$ cat config.mk
export PLATFORM = sky130hd
export DESIGN_NAME = caf_sweep_ctrl
export DESIGN_NICKNAME = d
export VERILOG_FILES = /design/src/rtl/caf_pkg.sv /design/src/rtl/caf_peak_hold.sv /design/src/rtl/caf_sweep_ctrl.sv
export SDC_FILE = /design/constraint.sdc
export NUM_CORES = 1
export LEC_CHECK = 0
export CORE_MARGIN = 2
export CORE_UTILIZATION = 38
export DETAILED_ROUTE_END_ITERATION = 10
export PLACE_DENSITY = 0.69
export REMOVE_ABC_BUFFERS = 1
export SYNTH_ARGS = -nofsm -noshare
export SYNTH_HDL_FRONTEND = slang
export SYNTH_SLANG_ARGS = --single-unit
$ cat constraint.sdc
create_clock -name clk -period 2.63 [get_ports clk]
set_input_delay 0.3945 -clock clk [delete_from_list [all_inputs] [get_ports clk]]
set_output_delay 0.3945 -clock clk [all_outputs]
set_load 0.02 [all_outputs]
$ cat src/rtl/caf_pkg.sv
// Shared definitions for the CAF Doppler sweep controller: FSM encoding and
// small sizing helpers used by the controller and its peak-hold sub-module.
package caf_pkg;

    typedef enum logic [2:0] {
        ST_IDLE   = 3'd0,
        ST_TUNE   = 3'd1,
        ST_SETTLE = 3'd2,
        ST_WAIT   = 3'd3,
        ST_REPORT = 3'd4
    } sweep_state_t;

    // The sweep always opens on the zero-offset bin with a positive sign.
    localparam logic FIRST_NEG = 1'b0;

    function automatic int cnt_bits(input int n);
        return (n > 1) ? $clog2(n) : 1;
    endfunction

endpackage

$ cat src/rtl/caf_peak_hold.sv
// Global peak tracker: the first accepted result of a sweep always loads,
// later ones only when strictly larger, so ties keep the earliest bin.
module caf_peak_hold #(
    parameter int out_max_bits        = 5,
    parameter int length_counter_bits = 3,
    parameter int phase_bits          = 10
) (
    input  logic                           clk,
    input  logic                           rst_n,
    input  logic                           clear,
    input  logic                           load,
    input  logic [out_max_bits-1:0]        in_max,
    input  logic [length_counter_bits-1:0] in_index,
    input  logic [phase_bits-1:0]          in_freq_step,
    input  logic                           in_neg,
    output logic [out_max_bits-1:0]        peak_max,
    output logic [length_counter_bits-1:0] peak_index,
    output logic [phase_bits-1:0]          peak_freq_step,
    output logic                           peak_neg
);

    logic have_peak_reg;
    logic take;

    assign take = load && (!have_peak_reg || (in_max > peak_max));

    always_ff @(posedge clk or negedge rst_n) begin
        if (!rst_n) begin
            have_peak_reg  <= 1'b0;
            peak_max       <= '0;
            peak_index     <= '0;
            peak_freq_step <= '0;
            peak_neg       <= 1'b0;
        end else if (clear) begin
            have_peak_reg  <= 1'b0;
            peak_max       <= '0;
            peak_index     <= '0;
            peak_freq_step <= '0;
            peak_neg       <= 1'b0;
        end else if (take) begin
            have_peak_reg  <= 1'b1;
            peak_max       <= in_max;
            peak_index     <= in_index;
            peak_freq_step <= in_freq_step;
            peak_neg       <= in_neg;
        end
    end

endmodule

$ cat src/rtl/caf_sweep_ctrl.sv
// Steps one caf_slice through a symmetric Doppler sweep (k=0, then +k/-k pairs),
// drains stale results after each retune and reports the global peak once per sweep.
module caf_sweep_ctrl
    import caf_pkg::*;
#(
    parameter int phase_bits          = 10,
    parameter int out_max_bits        = 5,
    parameter int length_counter_bits = 3,
    parameter int num_bins            = 4,
    parameter int bin_bits            = 3,
    parameter int settle_cycles       = 8
) (
    input  logic                           clk,
    input  logic                           rst_n,
    input  logic                           start,
    input  logic [phase_bits-1:0]          step_size,
    output logic                           busy,
    output logic                           freq_incr_valid,
    output logic [phase_bits-1:0]          freq_step,
    output logic                           neg_shift,
    input  logic                           m_axis_tvalid,
    input  logic [out_max_bits-1:0]        out_max,
    input  logic [length_counter_bits-1:0] index,
    output logic                           s_axis_tready,
    output logic                           s_axis_tvalid,
    output logic [out_max_bits-1:0]        peak_max,
    output logic [length_counter_bits-1:0] peak_index,
    output logic [phase_bits-1:0]          peak_freq_step,
    output logic                           peak_neg,
    input  logic                           m_axis_tready
);

    localparam int settle_bits = cnt_bits(settle_cycles);

    sweep_state_t             state_reg, state_next;
    logic [phase_bits-1:0]    step_reg;
    logic [phase_bits-1:0]    acc_reg;
    logic                     neg_reg;
    logic [bin_bits-1:0]      bin_reg;
    logic [settle_bits-1:0]   settle_cnt_reg, settle_cnt_next;
    logic                     fiv_reg;
    logic                     start_accept;
    logic                     advance;
    logic                     result_accept;
    logic                     last_bin;

    // With num_bins=0 the lone k=0 bin is also the last one.
    assign last_bin = (bin_reg == bin_bits'(num_bins)) && (neg_reg || (num_bins == 0));

    always_comb begin
        state_next      = state_reg;
        settle_cnt_next = settle_cnt_reg;
        start_accept    = 1'b0;
        advance         = 1'b0;
        result_accept   = 1'b0;
        case (state_reg)
            ST_IDLE: begin
                if (start) begin
                    start_accept = 1'b1;
                    state_next   = ST_TUNE;
                end
            end
            ST_TUNE: begin
                settle_cnt_next = '0;
                state_next      = (settle_cycles == 0) ? ST_WAIT : ST_SETTLE;
            end
            ST_SETTLE: begin
                if (int'(settle_cnt_reg) == settle_cycles - 1) begin
                    state_next = ST_WAIT;
                end else begin
                    settle_cnt_next = settle_cnt_reg + 1'b1;
                end
            end
            ST_WAIT: begin
                if (m_axis_tvalid) begin
                    result_accept = 1'b1;
                    if (last_bin) begin
                        state_next = ST_REPORT;
                    end else begin
                        advance    = 1'b1;
                        state_next = ST_TUNE;
                    end
                end
            end
            ST_REPORT: begin
                if (m_axis_tready) begin
                    state_next = ST_IDLE;
                end
            end
            default: state_next = ST_IDLE;
        endcase
    end

    always_ff @(posedge clk or negedge rst_n) begin
        if (!rst_n) begin
            state_reg      <= ST_IDLE;
            settle_cnt_reg <= '0;
            fiv_reg        <= 1'b0;
            step_reg       <= '0;
            acc_reg        <= '0;
            neg_reg        <= 1'b0;
            bin_reg        <= '0;
        end else begin
            state_reg      <= state_next;
            settle_cnt_reg <= settle_cnt_next;
            fiv_reg        <= start_accept | advance;
            if (start_accept) begin
                step_reg <= step_size;
                acc_reg  <= '0;
                neg_reg  <= FIRST_NEG;
                bin_reg  <= '0;
            end else if (advance) begin
                // +k is followed by -k at the same magnitude; otherwise step k up.
                if (!neg_reg && (bin_reg != '0)) begin
                    neg_reg <= 1'b1;
                end else begin
                    neg_reg <= 1'b0;
                    bin_reg <= bin_reg + 1'b1;
                    acc_reg <= acc_reg + step_reg;
                end
            end
        end
    end

    assign busy            = (state_reg != ST_IDLE);
    assign freq_incr_valid = fiv_reg;
    assign freq_step       = acc_reg;
    assign neg_shift       = neg_reg;
    assign s_axis_tready   = (state_reg == ST_SETTLE) || (state_reg == ST_WAIT);
    assign s_axis_tvalid   = (state_reg == ST_REPORT);

    caf_peak_hold #(
        .out_max_bits       (out_max_bits),
        .length_counter_bits(length_counter_bits),
        .phase_bits         (phase_bits)
    ) u_peak_hold (
        .clk           (clk),
        .rst_n         (rst_n),
        .clear         (start_accept),
        .load          (result_accept),
        .in_max        (out_max),
        .in_index      (index),
        .in_freq_step  (acc_reg),
        .in_neg        (neg_reg),
        .peak_max      (peak_max),
        .peak_index    (peak_index),
        .peak_freq_step(peak_freq_step),
        .peak_neg      (peak_neg)
    );

endmodule

==> results of run 1 <==
## layout make-up
| class | instances | area [sq um] | share of cell area (%) |
|---|---|---|---|
| inverters | 23 | 86.3 | 2.34 |
| well taps | 99 | 124 | 3.36 |
| clock buffers | 5 | 68.8 | 1.86 |
| clock inverters | 3 | 71.3 | 1.93 |
| repair buffers | 62 | 626 | 16.9 |
| flip-flops and latches | 51 | 1280 | 34.6 |
| multi-input cells | 209 | 1440 | 39.0 |
## cell families (layout without fill, tap and decap cells)
family,count (synthesis),in the layout,synth area share (%)
flops,51,51,44.2
compound gates,53,53,13.8
mux,20,20,7.11
fa+ha+maj,19,19,8.50
xor+xnor,7,7,2.12
buf+inv,34,93,6.11
simple gates,110,110,18.1
## worst paths after layout
kind	to	startpoint	slack [ns]
hold / removal	u_peak_hold.peak_max[2]$_DFFE_PN0P_	rst_n	0.19
setup reg to reg	freq_step[8]$_DFFE_PN0P_	freq_step[0]$_DFFE_PN0P_	0.37
max in group asynchronous	freq_step[8]$_DFFE_PN0P_	rst_n	2.00
hold reg to reg	step_reg[7]$_DFFE_PN0P_	step_reg[7]$_DFFE_PN0P_	0.49
min in group clk	step_reg[7]$_DFFE_PN0P_	step_reg[7]$_DFFE_PN0P_	0.49
setup / recovery	freq_step[8]$_DFFE_PN0P_	freq_step[0]$_DFFE_PN0P_	0.37
## power groups by stage
stage | logic [mW] | clock network, mW | registers [mW]
2_1_floorplan | 1.29 | 0 | 1.59
5_1_grt | 2.54 | 0.712 | 1.47
3_5_place_dp | 2.31 | 0 | 1.44
4_1_cts | 2.32 | 0.685 | 1.42
6_report | 2.29 | 0.668 | 1.42
3_3_place_gp | 2.25 | 0 | 1.42
## cell usage after synthesis (2+ instances only)
cell type | number | area [sq um]
o41ai_2 | 2 | 32.5
a211oi_1 | 4 | 30.0
ha_1 | 18 | 225
o21ai_0 | 13 | 65.1
nand3b_1 | 3 | 22.5
mux2i_1 | 16 | 160
buf_6 | 4 | 45.0
buf_2 | 2 | 10.0
nor2_1 | 14 | 52.6
nor3_1 | 4 | 20.0
xor2_1 | 4 | 35.0
a221oi_1 | 2 | 17.5
or3_1 | 2 | 12.5
a22oi_1 | 2 | 15.0
clkbuf_1 | 4 | 15.0
a21o_1 | 4 | 30.0
nand2b_1 | 5 | 31.3
a22o_1 | 3 | 26.3
a21oi_2 | 2 | 17.5
xnor2_1 | 3 | 26.3
mux2_2 | 4 | 45.0
nor2b_1 | 5 | 31.3
dfrtp_1 | 51 | 1280
a21oi_1 | 9 | 45.0
inv_1 | 23 | 86.3
nand3_1 | 4 | 20.0
nand2_1 | 62 | 233
## metal layers
layer  routed length [um]  share of wire (%)  up-vias
li1                     -                  -     1120
met1                 2950                 48     1054
met2                 2920                 48       42
met3                  225                3.7        6
met4                   53               0.86        0
met5                    0                  0        -
## through the flow
step | total power [mW] | util, % | std cells | area, sq um
finish | 4.37 | 50.6 | 452 | 3690
global route | 4.72 | 50.6 | 452 | 3690
global placement | 3.67 | 48.7 | 444 | 3550
detailed placement | 3.74 | 48.7 | 444 | 3550
floorplan | 2.88 | - | 283 | 2800
CTS | 4.42 | 50.6 | 452 | 3690
==> summary.md, run 1 <==
| Metric | Value |
|---|---|
| Initial DRT Pass Iterations | `4` |
| GRT overflow | `0` |
| Comb power frac | `a little over half` |
| CP required | `roughly 2.8 ns` |
| GRT busiest layer | `met2` |
| Area grow syn2layout | `27.9%` |
| WHS | `about 0.19 ns` |
| Average via count per standard cell | `a little under 5` |
| Setup violators final | `0` |
| Layout cells sized above 1 | `between 10% and 20%` |
| Seq cells post-synth | `roughly 50` |
| GRT Total Usage | `roughly 15%` |
| WP depth | `7` |
| Startpoint Class | `flip-flop` |
| Clock power share | `about 15%` |
| RSZ-0062 raised after global routing | `false` |
| Worst min path class | `input pin to async pin` |
| Worst path slowest cell | `dfrtp_1` |
| P_sw | `about 1.8 mW` |
| Worst-Margin Slew | `0.655 ns` |
| Vias in the first global route | `between 2000 and 2500` |
| GR Layer Usage met1 | `20.8%` |
| Via count | `approximately 2200` |
| CP Buf/Inv Count | `0` |
| CTS H-Tree Depth | `2` |
| Met3 track demand over resource | `3.15%` |
| CP Data Arrival Time | `~2.4 ns` |
| TritonCTS Buffers | `5` |
| Cells after synthesis | `between 200 and 300` |
| Most frequent cells in the layout | `62 x nand2_1, 55 x clkdlybuf4s50_1, 51 x dfrtp_1` |
| Cell Pwr Density | `between 1000 and 1500 mW/mm^2` |
| Most common cell after layout, fill and taps aside | `nand2_1` |
| Post-Route WL | `around 6 mm` |
| CP Max Fanout | `4` |
| Min Clock Period, post-route | `between 2 and 2.5 ns` |
| Final Cycle Share | `a little under nine tenths` |
| Post-synthesis sequential area ratio | `44.2%` |
| Post-synth EDFFs | `0` |
| Mapped Area | `0.00289 sq mm` |
| Net Sw Frac | `roughly two fifths` |
| # diodes | `0` |
| Synth unique cells | `52` |
| Met2 Use GR | `approximately 25%` |
| Seq pwr share | `between 30% and 40%` |
| Die width | `approximately 91 um` |
| Status | `finished, final reports clean` |
| Worst VDD drop | `~430 uV` |
| Detailed Route Iter0 Violations | `96` |
| Die Footprint | `approximately 0.0083 sq mm` |
| CP Class | `flip-flop to flip-flop` |
| Cells on worst reg2reg path | `7` |
| Starting Density | `about two fifths` |
| Setup TNS | `0 ns` |
| DRC Markers | `0` |
| Slew Limit Fails | `0` |
| Crit-path cells | `ha_1, fa_1, a211oi_1, nor2_1, a221oi_1, xor2_1, o31ai_2` |
| Number of fill cells in the layout | `roughly 700` |
| Top_reg_cell synth | `dfrtp_1` |
| Top Ports | `57` |
| Initial antenna violation count | `0` |
| Synth async-reset ratio | `between 90% and 100%` |
| Pin count of the biggest net entering global routing | `between 50 and 60` |
| Max Clock Skew | `between 0.006 and 0.007 ns` |
| Critical path's top delay family | `compound AO/OA/AOI/OAI gates` |
| YS warnings | `0` |
| CP Capture Type | `flip-flop` |
| First-pass GRT wire length | `10.5 mm` |
| Setup repair bufs after CTS | `0` |
| Max Buffers Root-to-Sink | `2` |
| Die Height | `a little over 90 um` |
| Pre-CTS setup slack | `between 0.2 and 0.3 ns` |
| Max cap viols | `0` |
| HPWL after DPL | `about 4.5 mm` |
| Gpl congestion | `0.797` |
| Clk sinks | `51` |
| Final critical-path setup slack | `around 0.37 ns` |
| Post-cts gate resize count | `0` |
| Clock Latency Late Sink | `slightly above 0.3 ns` |
| Slew HR | `56.3%` |
| Fmax | `0.443 GHz` |
| TritonCTS clock tree | `done` |
| P_int | `~2.6 mW` |
| Final ANT Viol Nets | `0` |
| Final hold violations | `0` |
| Hold_buf cts | `0` |
| P_leak | `about 1.7 nW` |
| Routed length per instance | `approximately 14 um` |
| Core Box Area | `about 0.0073 sq mm` |
| PortBufs | `56` |
| Final net count | `394` |
| CTS Root Cell | `clkbuf_8` |
| Clock-pin transition on the worst setup and hold timing paths | `0.10 ns` |
| Post-Syn Area per Cell | `just under 10 sq um` |
| Cell Rows | `31` |
| Max incr delay on CP | `between 0.4 and 0.5 ns` |
Power figures use the tool's default switching activity.
==> run 2, diff against run 1 <==
--- a/config.mk
+++ b/config.mk
@@ -5,6 +5,7 @@
 export SDC_FILE = /design/constraint.sdc
 export NUM_CORES = 1
 export LEC_CHECK = 0
+export CORE_ASPECT_RATIO = 0.8
 export CORE_MARGIN = 2
 export CORE_UTILIZATION = 38
 export DETAILED_ROUTE_END_ITERATION = 10
==> run 2 against run 1 <==
  * Sequential share of layout area grew 0.27 points
  * Highest routed layer unchanged
  * Final area fell by 0.78%
  * Via count grew 0.23%
  * Power decreased by 2.3%
==> summary.md, run 2 (synthesis results as in run 1) <==
| Metric | Value |
|---|---|
| Status | `finished, final reports clean` |
| HPWL after DPL | `about 4.5 mm` |
| TritonCTS clock tree | `done` |
| Crit-path cells | `ha_1, fa_1, a211oi_1, nor2_1, a221oi_1, xor2_1, o31ai_2` |
| Clock Latency Late Sink | `0.31 ns` |
| Initial antenna violation count | `0` |
| Worst path slowest cell | `dfrtp_1` |
| CP required | `between 2 and 3 ns` |
| Gpl congestion | `approximately 0.80` |
| Number of fill cells in the layout | `between 600 and 700` |
| Final ANT Viol Nets | `0` |
| RSZ-0062 raised after global routing | `false` |
| Max Buffers Root-to-Sink | `2` |
| Startpoint Class | `flip-flop` |
| Top Ports | `57` |
| CP Data Arrival Time | `around 2.6 ns` |
| R2r setup slk | `0.26 ns` |
| Layout cells sized above 1 | `about a tenth` |
| Die Footprint | `around 0.0083 sq mm` |
| CP Class | `flip-flop to flip-flop` |
| Setup violators final | `0` |
| Pin count of the biggest net entering global routing | `31` |
| Initial DRT Pass Iterations | `4` |
| Slew Limit Fails | `0` |
| Max Clock Skew | `~0.009 ns` |
| Die width | `around 100 um` |
| Average via count per standard cell | `between 4 and 5` |
| CTS H-Tree Depth | `2` |
| Cell Rows | `28` |
| Vias in the first global route | `2163` |
| Worst-Margin Slew | `between 0.7 and 0.8 ns` |
| Area grow syn2layout | `26.9%` |
| DRC Markers | `0` |
| Routed length per instance | `~14 um` |
| Slew HR | `a little over half` |
| Hold_buf cts | `0` |
| Most common cell after layout, fill and taps aside | `nand2_1` |
| Max incr delay on CP | `between 0.4 and 0.5 ns` |
| # diodes | `0` |
| Starting Density | `between 30% and 40%` |
| Die Height | `approximately 80 um` |
| CP Capture Type | `flip-flop` |
| Worst min path class | `input pin to async pin` |
| Setup TNS | `0 ns` |
| Fmax | `0.423 GHz` |
| First-pass GRT wire length | `10.4 mm` |
| P_leak | `1.70 nW` |
| CP Max Fanout | `4` |
| WHS | `about 0.13 ns` |
| Detailed Route Iter0 Violations | `72` |
| Via count | `between 2000 and 2500` |
| Post-Route WL | `around 6.2 mm` |
| Most frequent cells in the layout | `62 x nand2_1, 55 x clkdlybuf4s50_1, 51 x dfrtp_1` |
| TritonCTS Buffers | `5` |
| Final Cycle Share | `89.9%` |
| Core Box Area | `around 0.0074 sq mm` |
| Min Clock Period, post-route | `between 2 and 2.5 ns` |
| Max cap viols | `0` |
| GRT Total Usage | `between 10% and 20%` |
| Setup repair bufs after CTS | `0` |
| GRT overflow | `0` |
| Final core occ | `around half` |
| Clock-pin transition on the worst setup and hold timing paths | `roughly 0.1 ns` |
| CTS Root Cell | `clkbuf_8` |
| Final hold violations | `0` |
| Clk sinks | `roughly 50` |
| Final net count | `~390` |
| PortBufs | `56` |
| Cell Pwr Density | `~1200 mW/mm^2` |
| Worst VDD drop | `between 400 and 500 uV` |
| Post-cts gate resize count | `0` |
run 2: changes by cell type in the layout (fill, tap and decap cells not counted), sizes merged:
cell	before	now
buf	7	6
bufinv	2	1
clkbuf	5	6
clkinv	0	1
inv	24	23
run 2: final timing paths:
check | startpoint | end | depth (start not counted)
min in group clk | step_reg[4]$_DFFE_PN0P_ | step_reg[4]$_DFFE_PN0P_ | 2
worst min register to register | step_reg[4]$_DFFE_PN0P_ | step_reg[4]$_DFFE_PN0P_ | 2
worst min-delay path | rst_n | u_peak_hold.peak_max[1]$_DFFE_PN0P_ | 1
worst max register to register | freq_step[0]$_DFFE_PN0P_ | freq_step[8]$_DFFE_PN0P_ | 7
worst max-delay path | freq_step[0]$_DFFE_PN0P_ | freq_step[8]$_DFFE_PN0P_ | 7
max in group asynchronous | rst_n | freq_step[5]$_DFFE_PN0P_ | 2
run 2: worst max-delay path: cells and delay by family (launching register included):
family	cells	cell delay (ns)
adder cells (fa/ha/maj)	2	0.65
AO/OA/AOI/OAI	3	0.79
XOR/XNOR	1	0.25
AND/OR/NAND/NOR	1	0.13
flip-flops	1	0.42
run 2: layer usage:
metal / track usage [%] / vias up / part of all wire [%]
li1: - / 1115 / -
met2: 24.7 / 49 / 44
met4: 4.05 / 0 / 0.86
met3: 3.83 / 7 / 5.3
met5: 0 / - / 0
met1: 22.3 / 1056 / 50
run 2: final cells by class:
| class | count | area (sq um) | area share (%) |
|---|---|---|---|
| timing repair buffer | 61 | 618 | 16.9 |
| tap | 105 | 131 | 3.59 |
| multi-input combinational | 209 | 1430 | 39.1 |
| clock buffer | 6 | 82.6 | 2.25 |
| sequential | 51 | 1280 | 34.8 |
| clock inverter | 2 | 35.0 | 0.957 |
| inverter | 23 | 86.3 | 2.36 |
run 2: through the flow:
stage	setup WS (ns)	power, mW	std cells	area [sq um]
5_1_grt	0.116	4.61	457	3660
4_1_cts	0.297	4.30	457	3660
2_1_floorplan	0.267	2.88	283	2800
6_report	0.265	4.27	457	3660
3_5_place_dp	0.298	3.72	449	3540
3_3_place_gp	0.362	3.65	449	3540
run 2: power breakdown:
group / internal [mW] / switching [mW] / total (mW)
Sequential: 1.12 / 0.296 / 1.41
Combinational: 1.08 / 1.20 / 2.27
Clock: 0.308 / 0.270 / 0.579
Total: 2.50 / 1.76 / 4.27
